$ cat config.mk
export PLATFORM = sky130hd
export DESIGN_NAME = fp_operand_out
export DESIGN_NICKNAME = d
export VERILOG_FILES = /design/src/rtl/fp_operand_out.sv
export SDC_FILE = /design/constraint.sdc
export NUM_CORES = 1
export LEC_CHECK = 0
export ABC_AREA = 1
export CAP_MARGIN = 10
export CORE_UTILIZATION = 45
export CTS_BUF_LIST = sky130_fd_sc_hd__clkbuf_8 sky130_fd_sc_hd__clkbuf_16
export DETAILED_ROUTE_END_ITERATION = 10
export HOLD_SLACK_MARGIN = 0.1
export PLACE_DENSITY = 0.73
export SLEW_MARGIN = 25
export SYNTH_ARGS = -nofsm -noshare
export SYNTH_HDL_FRONTEND = slang
export SYNTH_SLANG_ARGS = --single-unit
$ cat constraint.sdc
create_clock -name clk -period 2.05 [get_ports clk]
set_input_delay 0.205 -clock clk [delete_from_list [all_inputs] [get_ports clk]]
set_output_delay 0.205 -clock clk [all_outputs]
set_load 0.03 [all_outputs]
$ cat src/rtl/fp_operand_out.sv
// fp_operand_out: Avalon-MM write-side slave that stages FP operands and an
// opcode from the CPU and issues them to the external FP datapath over a
// valid/ready handshake. Exposes busy/done/error status, a wrapping count of
// accepted commands and a done interrupt.
module fp_operand_out #(
    parameter int DATA_W = 32,
    parameter int OP_W   = 3,
    parameter int CNT_W  = 16
) (
    input  logic              clk,
    input  logic              reset,
    input  logic [1:0]        address,
    input  logic              chipselect,
    input  logic              write_n,
    input  logic [DATA_W-1:0] writedata,
    output logic [DATA_W-1:0] readdata,
    output logic              irq,
    output logic [DATA_W-1:0] out_a,
    output logic [DATA_W-1:0] out_b,
    output logic [OP_W-1:0]   out_op,
    output logic              out_valid,
    input  logic              out_ready
);

    // register map
    localparam logic [1:0] ADDR_A      = 2'd0;
    localparam logic [1:0] ADDR_B      = 2'd1;
    localparam logic [1:0] ADDR_CTRL   = 2'd2;
    localparam logic [1:0] ADDR_STATUS = 2'd3;

    // CTRL / STATUS bit positions
    localparam int GO_BIT     = 31;
    localparam int IRQ_EN_BIT = 8;
    localparam int BUSY_BIT   = 0;
    localparam int DONE_BIT   = 1;
    localparam int ERR_BIT    = 2;
    localparam int CNT_LSB    = 16;

    // command presented to the FP datapath
    typedef struct packed {
        logic [DATA_W-1:0] a;
        logic [DATA_W-1:0] b;
        logic [OP_W-1:0]   op;
    } fp_cmd_t;

    typedef enum logic {
        IDLE  = 1'b0,
        ISSUE = 1'b1
    } state_t;

    state_t            state;
    fp_cmd_t           cmd_q;

    logic [DATA_W-1:0] a_q;
    logic [DATA_W-1:0] b_q;
    logic [OP_W-1:0]   op_q;
    logic              irq_en_q;
    logic              done_q;
    logic              err_q;
    logic [CNT_W-1:0]  cnt_q;

    logic              wr;
    logic              wr_a;
    logic              wr_b;
    logic              wr_ctrl;
    logic              wr_status;
    logic              go;
    logic              busy;
    logic              accept;
    logic              done_clr;
    logic              err_clr;
    logic              err_set;
    logic [DATA_W-1:0] rd_mux;

    assign wr        = chipselect & ~write_n;
    assign wr_a      = wr & (address == ADDR_A);
    assign wr_b      = wr & (address == ADDR_B);
    assign wr_ctrl   = wr & (address == ADDR_CTRL);
    assign wr_status = wr & (address == ADDR_STATUS);

    // go is a pulse carried by the CTRL write itself; it is never stored
    assign go        = wr_ctrl & writedata[GO_BIT];
    assign busy      = (state == ISSUE);
    assign accept    = busy & out_valid & out_ready;

    // a go that arrives while a command is outstanding is dropped and flagged,
    // even on the very cycle the outstanding command is being accepted
    assign err_set   = go & busy;
    assign done_clr  = wr_status & writedata[DONE_BIT];
    assign err_clr   = wr_status & writedata[ERR_BIT];

    assign out_a     = cmd_q.a;
    assign out_b     = cmd_q.b;
    assign out_op    = cmd_q.op;
    assign irq       = done_q & irq_en_q;

    // issue FSM: capture the command on go, hold it stable until accepted
    always_ff @(posedge clk) begin
        if (reset) begin
            state     <= IDLE;
            cmd_q     <= '0;
            out_valid <= 1'b0;
        end else begin
            case (state)
                IDLE: begin
                    // out_ready is meaningless here and deliberately ignored
                    if (go) begin
                        cmd_q.a   <= a_q;
                        cmd_q.b   <= b_q;
                        cmd_q.op  <= writedata[OP_W-1:0];
                        out_valid <= 1'b1;
                        state     <= ISSUE;
                    end
                end
                ISSUE: begin
                    // staging writes land in a_q/b_q/op_q only; cmd_q stays put
                    if (accept) begin
                        out_valid <= 1'b0;
                        state     <= IDLE;
                    end
                end
                default: begin
                    out_valid <= 1'b0;
                    state     <= IDLE;
                end
            endcase
        end
    end

    // CPU-visible staging registers and CTRL fields
    always_ff @(posedge clk) begin
        if (reset) begin
            a_q      <= '0;
            b_q      <= '0;
            op_q     <= '0;
            irq_en_q <= 1'b0;
        end else begin
            if (wr_a)
                a_q <= writedata;
            if (wr_b)
                b_q <= writedata;
            if (wr_ctrl) begin
                op_q     <= writedata[OP_W-1:0];
                irq_en_q <= writedata[IRQ_EN_BIT];
            end
        end
    end

    // sticky done/err with write-one-to-clear; a set on the same edge wins
    always_ff @(posedge clk) begin
        if (reset) begin
            done_q <= 1'b0;
            err_q  <= 1'b0;
        end else begin
            if (accept)
                done_q <= 1'b1;
            else if (done_clr)
                done_q <= 1'b0;

            if (err_set)
                err_q <= 1'b1;
            else if (err_clr)
                err_q <= 1'b0;
        end
    end

    // accepted-command counter, wraps naturally at 2^CNT_W
    always_ff @(posedge clk) begin
        if (reset)
            cnt_q <= '0;
        else if (accept)
            cnt_q <= cnt_q + 1'b1;
    end

    // read mux over the current register contents
    always_comb begin
        rd_mux = '0;
        case (address)
            ADDR_A:    rd_mux = a_q;
            ADDR_B:    rd_mux = b_q;
            ADDR_CTRL: begin
                rd_mux[OP_W-1:0]   = op_q;
                rd_mux[IRQ_EN_BIT] = irq_en_q;
            end
            ADDR_STATUS: begin
                rd_mux[BUSY_BIT]          = busy;
                rd_mux[DONE_BIT]          = done_q;
                rd_mux[ERR_BIT]           = err_q;
                rd_mux[CNT_LSB +: CNT_W]  = cnt_q;
            end
            default:   rd_mux = '0;
        endcase
    end

    // readdata follows address every cycle, independent of chipselect
    always_ff @(posedge clk) begin
        if (reset)
            readdata <= '0;
        else
            readdata <= rd_mux;
    end

endmodule

**After elaboration in Yosys (flattened, before gate mapping)**

Index checks and enable logic that the tools add are counted.

- Word-level logic and storage cells: 53
- Input bits: 39
- Flip-flop bits (word level): 187

- Add/sub/neg operators: 1
- Muxes and demuxes: 15
- Eq/ne operators: 5
- Bitwise operators: 14
- Reduce and logical (&&, ||, !) cells: 5

Operator list:

| operator | number |
|---|---|
| $pmux 16 s3 | 1 |
| $add 16x1->16 const B | 1 |
| $pmux 7 s2 | 1 |
| $and 1x1->1 | 12 |
| $pmux 3 s4 | 1 |
| $pmux 5 s2 | 1 |
| $mux 1 | 8 |
| $eq 2x2->1 const B | 2 |
| $pmux 1 s2 | 2 |
| $reduce_and 2->1 | 2 |
| $reduce_bool 2->1 | 2 |
| $pmux 1 s3 | 1 |
| $eq 2x1->1 const B | 1 |
| $logic_not 2->1 | 1 |
| $ne 2x1->1 const B | 1 |
| $ne 2x2->1 const B | 1 |
| $not 1->1 | 2 |

**Logic depth before layout (Yosys ltp)**

Gate-level depths: netlist (run 1).

- Word-level depth: 6
- Depth in mapped cells: 10
- Gate-level depth less buffers: 8

**Worst setup path after synthesis (run 1)**

Ideal clock, no wire load.

- Path type: reg2reg
- Start: reg out_valid
- End: reg cnt_q[11]
- Required time: 1.940 ns
- Arrival time: 1.345 ns
- Setup time: 0.110 ns
- Path buffers: 0
- Path slack: 0.595 ns
- Clock period less this slack: 1.455 ns
- Cell stages (with the launch flop): 8
- Cells stage by stage: dfxtp_1 > nand2_1 > nor2_2 > nand2_1 > nor2_1 > nand4_1 > nand2_1 > nor2_1

- Cells in the longest elaborated chain, start to end: 2

RTL lines:

| item | line | source |
|---|---|---|
| start, declared | 21 | `output logic out_valid,` |
| start signal, assigned | 102 | `out_valid <= 1'b0;` |
| start signal, assigned | 111 | `out_valid <= 1'b1;` |
| start signal, assigned | 118 | `out_valid <= 1'b0;` |
| $and 1x1->1 (2 in series) | 84 | `assign accept = busy & out_valid & out_ready;` |
| end signal, assigned | 172 | `cnt_q <= cnt_q + 1'b1;` |
| end, declared | 60 | `logic [CNT_W-1:0] cnt_q;` |

Every way passes these cells.
A chain may end at the register's enable or synchronous reset.

**Final worst setup path (run 1)**

- Start: reg done_q
- End: out irq

- Cells in the longest elaborated chain, start to end: 1

RTL lines:

| item | line | source |
|---|---|---|
| start, declared | 58 | `logic done_q;` |
| start signal, assigned | 152 | `done_q <= 1'b0;` |
| start signal, assigned | 156 | `done_q <= 1'b1;` |
| start signal, assigned | 158 | `done_q <= 1'b0;` |
| $and 1x1->1 | 95 | `assign irq = done_q & irq_en_q;` |
| end, declared | 17 | `output logic irq,` |

Every way passes these cells.

==> summary.txt, run 1 <==
Placement
  • Cell count after placement: 1199
  • I/O Buffers: 139
  • Post-detail-place hpwl: 12.32 mm
  • GP Congestion: between 0.8 and 0.9
  • DP Worst Slack: 0.1057 ns

Route
  • 1st-pass router iterations: 5
  • Initial DRC Count: about 450
  • Vias per Instance: between 5 and 6
  • DR WL/cell: 14.92 um
  • Post-Route WL: 18.35 mm
  • DRC errors left: 0
  • DR vias: 6262
  • Antenna-violating nets left: 0

Critical path
  • Worst setup SP type: register
  • Critical Path Sink Type: output pin
  • Worst reg2reg setup slack: 0.57 ns
  • WS Path Type: register to output pin
  • Setup crit end: irq
  • FF-to-FF End: cnt_q[11]$_SDFFE_PP0P_
  • WP data required: 1.85 ns
  • FF-to-FF path depth: 7
  • Setup crit start: done_q$_SDFFE_PP0P_
  • FF-to-FF Start: busy$_SDFF_PP0_
  • Crit path max fanout: 3
  • CP Data Arrival Time: between 1.5 and 2 ns

STA
  • PnR worst setup slack: 0.2341 ns
  • Worst-margin pin slew: 0.8878 ns
  • Layout Skew: 0.006501 ns
  • Tcrit/Tclk final: between 80% and 90%
  • Number of failing hold endpoints at the final stage: 0
  • RSZ-0062 raised after global routing: no
  • Final Slew Violations: 0
  • Fmax: 550.7 MHz
  • Setup violators final: 0
  • Total negative slack: 0 ns
  • Slew HR: ~41%
  • Minimum clock period: 1.816 ns

Global route
  • First-pass GRT wire length: between 20 and 30 mm
  • GRT overflow: 0
  • Initial antenna violation count: 0
  • Largest net degree at the start of global routing: 109
  • Vias in the first global route: between 5000 and 6000
  • Overall Global Routing Usage: 23.96%

Clock network
  • Root buffer cell: clkbuf_16
  • # H-tree levels: 4
  • Post-cts gate resize count: 0
  • Clock Pin Slew Worst Setup and Hold Paths: 0.07 ns
  • CTS Buffer Depth: 2
  • Clock sink total: 187
  • CTS tree: built
  • Postcts setup bufs: 0
  • CTS buffer count: 17
  • CTS hold repair buffers: 0
  • Worst-Skew Late Latency: 0.42 ns

Die
  • Site row count: 44
  • Chip width: roughly 130 um
  • Core Area: 14750 um^2
  • I/O pins: 140
  • Die height: 126.0 um
  • Initial Util: ~47%
  • Die Area: 15870 um^2

Synth
  • Post-synthesis cell type count: 32
  • Top-area cell type share of the netlist area: 54.11%
  • Post-synth EDFFs: 0
  • Synthesized Nets: 946
  • Synth area leader: dfxtp_1
  • Ys Warns: 0
  • Synth top area cells: dfxtp_1, nor2_1, o21ai_0
  • Synth Instances: 906
  • Mapped Avg Cell Area: 7.636 um^2
  • Async SR Flop Fraction: 0%
  • Synthesis-stage register bit count: roughly 190
  • Mapped Area: 6918 um^2
  • Top_reg_cell synth: dfxtp_1
  • Sequential share of the synthesized area: 54.11%

Pwr
  • IR Drop Worst-Case VDD: 0.0005574 V
  • Leak: between 3 and 4 nW
  • Power per Cell Area: 853.7 nW/um^2
  • Overall Power: between 7 and 8 mW

Hold path
  • Worst min path class: primary input to register

Status
  • Outcome: completed

Cells and area
  • Fin nets: roughly 1100
  • Layout fillers: approximately 1300
  • Diode count: 0
  • Core Util, Final: between 60% and 70%
  • Layout cells sized above 1: 5.736%
  • Register area: 3744 um^2
  • Layout Cells excl Fill: 1230
  • Combined area of the multi-input logic cells: 2669 um^2
  • Area added between synthesis and finish: 32.01%

Flow run
  • Max-cap violations: 0
-- Yosys cell counts, types with 7 or more instances --
library cell	n
buf_2	10
inv_1	62
o21ai_0	139
a21oi_1	51
dfxtp_1	187
clkbuf_1	33
o221ai_1	7
nand2_1	104
nor2_1	244
o21ai_1	10
nand3_1	14
-- flip-flops by register name, summed over array words and instances, names as in the netlist --
signal,count
out_b,32
irq_en_q,1
out_valid,1
readdata,32
out_a,32
out_op,3
done_q,1
b_q,32
cnt_q,16
a_q,32
err_q,1
busy,1
op_q,3
-- cell families (layout without fill, tap and decap cells) --
| logic type | count (synthesis) | count (layout) | share of synthesized area [%] |
|---|---|---|---|
| XOR/XNOR | 1 | 1 | 0.1266 |
| buffers and inverters | 120 | 260 | 7.343 |
| AND/OR/NAND/NOR | 378 | 378 | 21.69 |
| AO/OA/AOI/OAI | 219 | 219 | 16.55 |
| flip-flops | 187 | 187 | 54.11 |
| adder cells (fa/ha/maj) | 1 | 1 | 0.1808 |
-- metrics by stage --
| stage | area (um^2) | hold slack, ns |
|---|---|---|
| 6_report | 9133 | 0.4224 |
| 5_1_grt | 9133 | 0.4347 |
| 4_1_cts | 9133 | 0.4234 |
| 3_5_place_dp | 8518 | 0.4618 |
| 3_3_place_gp | 8518 | 0.4564 |
| 2_1_floorplan | 6918 | 0.2838 |
-- layout by cell type (no fill, tap or decap), types with 10 or more instances in the layout --
master | Yosys | layout
clkbuf_16 | 0 | 17
buf_4 | 2 | 17
nand2_1 | 104 | 104
dfxtp_1 | 187 | 187
o21ai_1 | 10 | 10
o21ai_0 | 139 | 139
a21oi_1 | 51 | 51
nand3_1 | 14 | 14
clkdlybuf4s50_1 | 0 | 139
nor2_1 | 244 | 243
inv_1 | 62 | 64
-- area by class of cell --
cell class	count	share of cell area, %
Sequential cell	187	40.99
Multi-Input combinational cell	599	29.22
Timing Repair Buffer	161	17.73
Clock buffer	18	4.809
Inverter	68	2.809
Tap cell	184	2.521
Clock inverter	13	1.918
-- worst max-delay path: stages, from the launching register on --
cell             delay (ns)
dfxtp_1                0.37
nand2_1                0.10
inv_1                  0.06
clkdlybuf4s50_1        0.65
-- worst min path at each step --
stage | end | from | depth (start not counted)
after global routing | out_op[0]$_SDFFE_PP0P_ | writedata[0] | 3
after global placement | a_q[24]$_SDFFE_PP0P_ | a_q[24]$_SDFFE_PP0P_ | 2
final | op_q[0]$_SDFFE_PP0P_ | writedata[0] | 3
after detailed placement | b_q[21]$_SDFFE_PP0P_ | b_q[21]$_SDFFE_PP0P_ | 2
after floorplan | cnt_q[2]$_SDFFE_PP0P_ | reset | 1
after CTS | a_q[5]$_SDFFE_PP0P_ | writedata[5] | 3
-- power breakdown --
part           total (mW)  switching [mW]  internal (mW)
Sequential           3.77          0.0531           3.72
Clock                3.43            1.37           2.06
Combinational       0.592           0.356          0.236
-- layer usage --
| metal | global-route usage (%) | vias to the layer above | share of wire, % |
|---|---|---|---|
| met2 | 38.93 | 214 | 46 |
| met4 | 8.717 | 0 | 1.7 |
| met1 | 31.87 | 2863 | 46 |
| li1 | - | 3163 | - |
| met3 | 4.376 | 22 | 5.9 |
| met5 | 0 | - | 0 |
No activity file was read; power rests on OpenSTA's default activity.
==> inputs of run 2 (changes only) <==
CORE_UTILIZATION = 50   (was 45)
MAX_ROUTING_LAYER = met4   (was not set)
PLACE_DENSITY = 0.8   (was 0.73)
==> summary.txt, run 2 (synthesized netlist as in run 1, its figures left out) <==
Status
  • Outcome: completed

STA
  • Final Slew Violations: 0
  • Fmax: 557.3 MHz
  • Total negative slack: 0 ns
  • Worst-margin pin slew: approximately 0.43 ns
  • Setup violators final: 0
  • Tcrit/Tclk final: 87.54%
  • Slew HR: 71.50%
  • Layout Skew: 0.008692 ns
  • RSZ-0062 raised after global routing: no
  • Minimum clock period: 1.794 ns
  • Number of failing hold endpoints at the final stage: 0

Hold path
  • Worst Hold Path EP: a_q[0]$_SDFFE_PP0P_
  • Hold Path Cell Cnt: 3
  • Worst min path class: primary input to register
  • Worst hold start: writedata[0]

Clock network
  • CTS hold repair buffers: 0
  • CTS tree: built
  • # H-tree levels: 4
  • CTS Buffer Depth: 2
  • Clock sink total: 187
  • Clock Pin Slew Worst Setup and Hold Paths: about 0.07 ns
  • Root buffer cell: clkbuf_16
  • Postcts setup bufs: 0
  • Worst-Skew Late Latency: between 0.4 and 0.5 ns
  • Post-cts gate resize count: 0
  • CTS buffer count: 17

Cells and area
  • Most common cell after layout, fill and taps aside: nor2_1
  • Layout cells sized above 1: 6.101%
  • Area added between synthesis and finish: 31.49%
  • Commonest non-fill, non-tap cells in the layout: nor2_1, dfxtp_1, o21ai_0, clkdlybuf4s50_1, nand2_1
  • Fin nets: between 1000 and 1500
  • Diode count: 0

Critical path
  • WS Path Type: register to output pin
  • Setup crit start: irq_en_q$_SDFFE_PP0P_
  • Worst reg2reg setup slack: around 0.55 ns
  • WP data required: ~1.9 ns
  • FF-to-FF End: cnt_q[14]$_SDFFE_PP0P_
  • CP Data Arrival Time: 1.59 ns
  • CP bufs+invs: 2
  • Worst setup SP type: register
  • Critical-path cell list: nand2_1, inv_1, clkdlybuf4s50_1
  • Crit path max fanout: 3
  • FF-to-FF Start: cnt_q[1]$_SDFFE_PP0P_
  • Critical path's top delay family: buffers and inverters
  • FF-to-FF path depth: 7
  • Critical Path Max Stage Delay: 0.66 ns
  • Critical path's slowest cell: clkdlybuf4s50_1
  • Critical Path Sink Type: output pin

Pwr
  • Overall Power: 7.535 mW
  • IR Drop Worst-Case VDD: 0.0006386 V
  • Clock share of power: between 40% and 50%
  • Leak: 3.489 nW
  • Internal power: 5.754 mW
  • Proportion of power drawn by combinational gates: 7.9%
  • Power per Cell Area: 828.3 nW/um^2
  • Sw Share: between 20% and 30%
  • NetSw: 1.781 mW
  • Sequential fraction of design power: 50.0%

Route
  • Post-Route WL: roughly 18 mm
  • Antenna-violating nets left: 0
  • Initial DRC Count: 584
  • 1st-pass router iterations: 6
  • DRC errors left: 0
  • Vias per Instance: between 5 and 6
  • DR vias: 6353
  • DR WL/cell: 14.70 um

Die
  • Site row count: 42
  • Die Area: 14310 um^2
  • Initial Util: 51.83%
  • Chip width: 119.6 um
  • Core Area: approximately 13000 um^2
  • Die height: 119.6 um
  • I/O pins: 140

Global route
  • GRT overflow: 0
  • Busiest grt layer: met2
  • Met3 Use GR: 5.561%
  • Largest net degree at the start of global routing: roughly 80
  • Vias in the first global route: 5674
  • First-pass GRT wire length: 28.41 mm
  • Initial antenna violation count: 0
  • GR Layer Usage met1: 33.97%
  • Overall Global Routing Usage: roughly a quarter
  • GR Util met2: roughly two fifths

Placement
  • Post-detail-place hpwl: 12.22 mm
  • GP Congestion: just under 0.9
  • I/O Buffers: around 140

Flow run
  • Max-cap violations: 0
-- run 2: changes by cell type in the layout (fill, tap and decap cells not counted), sizes merged --
cell / change
bufinv: -3
clkbuf: +3
buf: +2
clkinvlp: +2
inv: -2
clkinv: +1
-- run 2: power by group through the flow --
stage	sequential [mW]	combinational (mW)	clock [mW]
6_report	3.77	0.597	3.17
3_3_place_gp	3.85	0.583	0
2_1_floorplan	3.92	0.256	0
4_1_cts	3.77	0.593	3.20
3_5_place_dp	3.85	0.589	0
5_1_grt	3.78	0.648	3.36
-- run 2: layout make-up --
type,instances,area (um^2)
Tap cell,176,220.2
Clock inverter,11,92.59
Fill cell,1092,4252
Clock buffer,21,480.5
Sequential cell,187,3744
Multi-Input combinational cell,599,2669
Timing Repair Buffer,163,1634
Inverter,68,256.5
-- run 2: layer usage --
metal	share of wire [%]	vias up
met1	44	2854
met3	7.3	44
li1	-	3171
met5	0	-
met2	46	284
met4	2.8	0
-- run 2: how the worst max path moves through the flow --
| stage | to | slack [ns] | cells past startpoint |
|---|---|---|---|
| final | irq | 0.26 | 3 |
| after global routing | irq | 0.20 | 3 |
| after CTS | irq | 0.24 | 3 |
| after detailed placement | readdata[24]$_SDFF_PP0_ | 0.21 | 6 |
| after global placement | readdata[25]$_SDFF_PP0_ | 0.23 | 6 |
| after floorplan | cnt_q[11]$_SDFFE_PP0P_ | 0.60 | 7 |
-- run 2: metrics by stage --
step | setup slack [ns] | instances | hold WS, ns | area [um^2] | utilization, %
finish | 0.2555 | 1225 | 0.4216 | 9096 | 68.15
global route | 0.1965 | 1225 | 0.4402 | 9096 | 68.15
CTS | 0.2412 | 1225 | 0.4078 | 9096 | 68.15
detailed placement | 0.2092 | 1193 | 0.4596 | 8523 | 63.85
global placement | 0.2337 | 1193 | 0.4569 | 8523 | 63.85
floorplan | 0.5953 | 906 | 0.2838 | 6918 | -
-- run 2: tightest hold or removal path: stages --
cell and delay, ns:
clkdlybuf4s50_1 0.41, inv_1 0.12, a21oi_1 0.07
==> inputs of run 3 (changes only) <==
CORE_MARGIN = 1.5   (was not set)
PLACE_DENSITY = 0.78   (was 0.8)
==> summary.txt, run 3 (synthesized netlist as in run 1, its figures left out) <==
Placement
  • Post-detail-place hpwl: 12.51 mm
  • I/O Buffers: 139
  • Post-place instance area: 8516 um^2
  • GP Congestion: 0.9487

Critical path
  • CP bufs+invs: 2
  • Crit path max fanout: 3
  • Critical path's top delay family: buffers and inverters
  • CP Data Arrival Time: 1.62 ns
  • Critical-path cell list: nand2_1, inv_1, clkdlybuf4s50_1
  • Worst reg2reg setup slack: 0.54 ns
  • Critical Path Sink Type: output pin
  • Critical Path Max Stage Delay: 0.67 ns
  • Worst setup SP type: register
  • Critical path's slowest cell: clkdlybuf4s50_1
  • WP data required: 1.85 ns
  • WS Path Type: register to output pin

STA
  • Tcrit/Tclk final: approximately 89%
  • Total negative slack: 0 ns
  • Final Slew Violations: 0
  • Layout Skew: roughly 0.011 ns
  • Slew HR: between 70% and 80%
  • Minimum clock period: 1.824 ns
  • RSZ-0062 raised after global routing: no
  • Worst-margin pin slew: 0.4116 ns
  • Setup violators final: 0
  • Number of failing hold endpoints at the final stage: 0
  • Fmax: roughly 550 MHz

Flow run
  • Max-cap violations: 0

Route
  • Post-Route WL: 18.20 mm
  • Initial DRC Count: 622
  • DRC errors left: 0
  • 1st-pass router iterations: 8
  • Antenna-violating nets left: 0
  • DR WL/cell: 14.87 um
  • DR vias: 6312
  • Vias per Instance: 5.157

Global route
  • First-pass GRT wire length: ~29 mm
  • GRT overflow: 0
  • Largest net degree at the start of global routing: 85
  • Overall Global Routing Usage: 26.26%
  • Initial antenna violation count: 0
  • Vias in the first global route: 5890

Pwr
  • Clock share of power: 43.0%
  • Sw Share: 23.30%
  • Proportion of power drawn by combinational gates: 7.8%
  • Internal power: between 5 and 6 mW
  • Power per Cell Area: 840.8 nW/um^2
  • Leak: 3.498 nW
  • NetSw: 1.785 mW
  • Sequential fraction of design power: between 40% and 50%
  • Overall Power: 7.663 mW
  • IR Drop Worst-Case VDD: between 0.0006 and 0.0007 V

Clock network
  • CTS hold repair buffers: 0
  • CTS buffer count: 17
  • Post-cts gate resize count: 0
  • Root buffer cell: clkbuf_16
  • # H-tree levels: 4
  • CTS Buffer Depth: 2
  • CTS tree: built
  • Worst-Skew Late Latency: 0.43 ns
  • Clock Pin Slew Worst Setup and Hold Paths: 0.07 ns
  • Postcts setup bufs: 0
  • Clock sink total: 187

Cells and area
  • Area added between synthesis and finish: 31.74%
  • Non-Filler Cell Area, Final: 9114 um^2
  • Layout cells sized above 1: 6.011%
  • Most common cell after layout, fill and taps aside: nor2_1
  • Commonest non-fill, non-tap cells in the layout: nor2_1, dfxtp_1, o21ai_0, clkdlybuf4s50_1, nand2_1
  • Fin nets: 1075
  • Diode count: 0

Die
  • Die Area: 14550 um^2
  • Site row count: between 40 and 50
  • Chip width: 120.6 um
  • Core Area: 13350 um^2
  • Die height: roughly 120 um
  • I/O pins: 140
  • Initial Util: 51.83%

Status
  • Outcome: completed

Hold path
  • Worst min path class: primary input to register
-- run 3: worst paths after layout --
check             cells after the start             startpoint                      to
setup / recovery                      3  irq_en_q$_SDFFE_PP0P_                     irq
hold / removal                        3           writedata[0]     a_q[0]$_SDFFE_PP0P_
setup reg to reg                      7  cnt_q[1]$_SDFFE_PP0P_  cnt_q[14]$_SDFFE_PP0P_
hold reg to reg                       2   b_q[19]$_SDFFE_PP0P_    b_q[19]$_SDFFE_PP0P_
-- run 3: power groups by stage --
stage	Combinational (mW)	Clock [mW]	Sequential [mW]
2_1_floorplan	0.256	0	3.92
3_3_place_gp	0.580	0	3.85
3_5_place_dp	0.588	0	3.85
4_1_cts	0.592	3.33	3.77
5_1_grt	0.644	3.49	3.78
6_report	0.594	3.30	3.77
-- run 3: worst reg2reg max path: cells and delay by family (launching register included) --
| family | cells | cell delay, ns |
|---|---|---|
| and+or+nand+nor | 6 | 0.83 |
| DFF | 1 | 0.40 |
| adders and majority gates | 1 | 0.23 |
-- run 3: metal layers --
layer | share of wire (%) | up-vias | global-route usage (%)
li1 | - | 3174 | -
met1 | 44 | 2875 | 32.45
met2 | 47 | 226 | 42.12
met3 | 5.8 | 37 | 5.566
met4 | 2.8 | 0 | 10.51
met5 | 0 | - | -
-- run 3: layout make-up --
type / count / area, um^2
multi-input cells: 599 / 2669
clock inverters: 11 / 117.6
clock buffers: 21 / 480.5
flip-flops and latches: 187 / 3744
well taps: 176 / 220.2
fillers: 1135 / 4234
repair buffers: 162 / 1627
inverters: 68 / 256.5
-- run 3: metrics by stage --
step / hold WS, ns / std cells / setup WS, ns / util, %
after floorplan: 0.2838 / 906 / 0.5953 / -
after global placement: 0.4551 / 1192 / 0.1993 / 63.80
after detailed placement: 0.4599 / 1192 / 0.1521 / 63.80
after CTS: 0.3877 / 1224 / 0.2158 / 68.28
after global routing: 0.4314 / 1224 / 0.1755 / 68.28
final: 0.4055 / 1224 / 0.2259 / 68.28
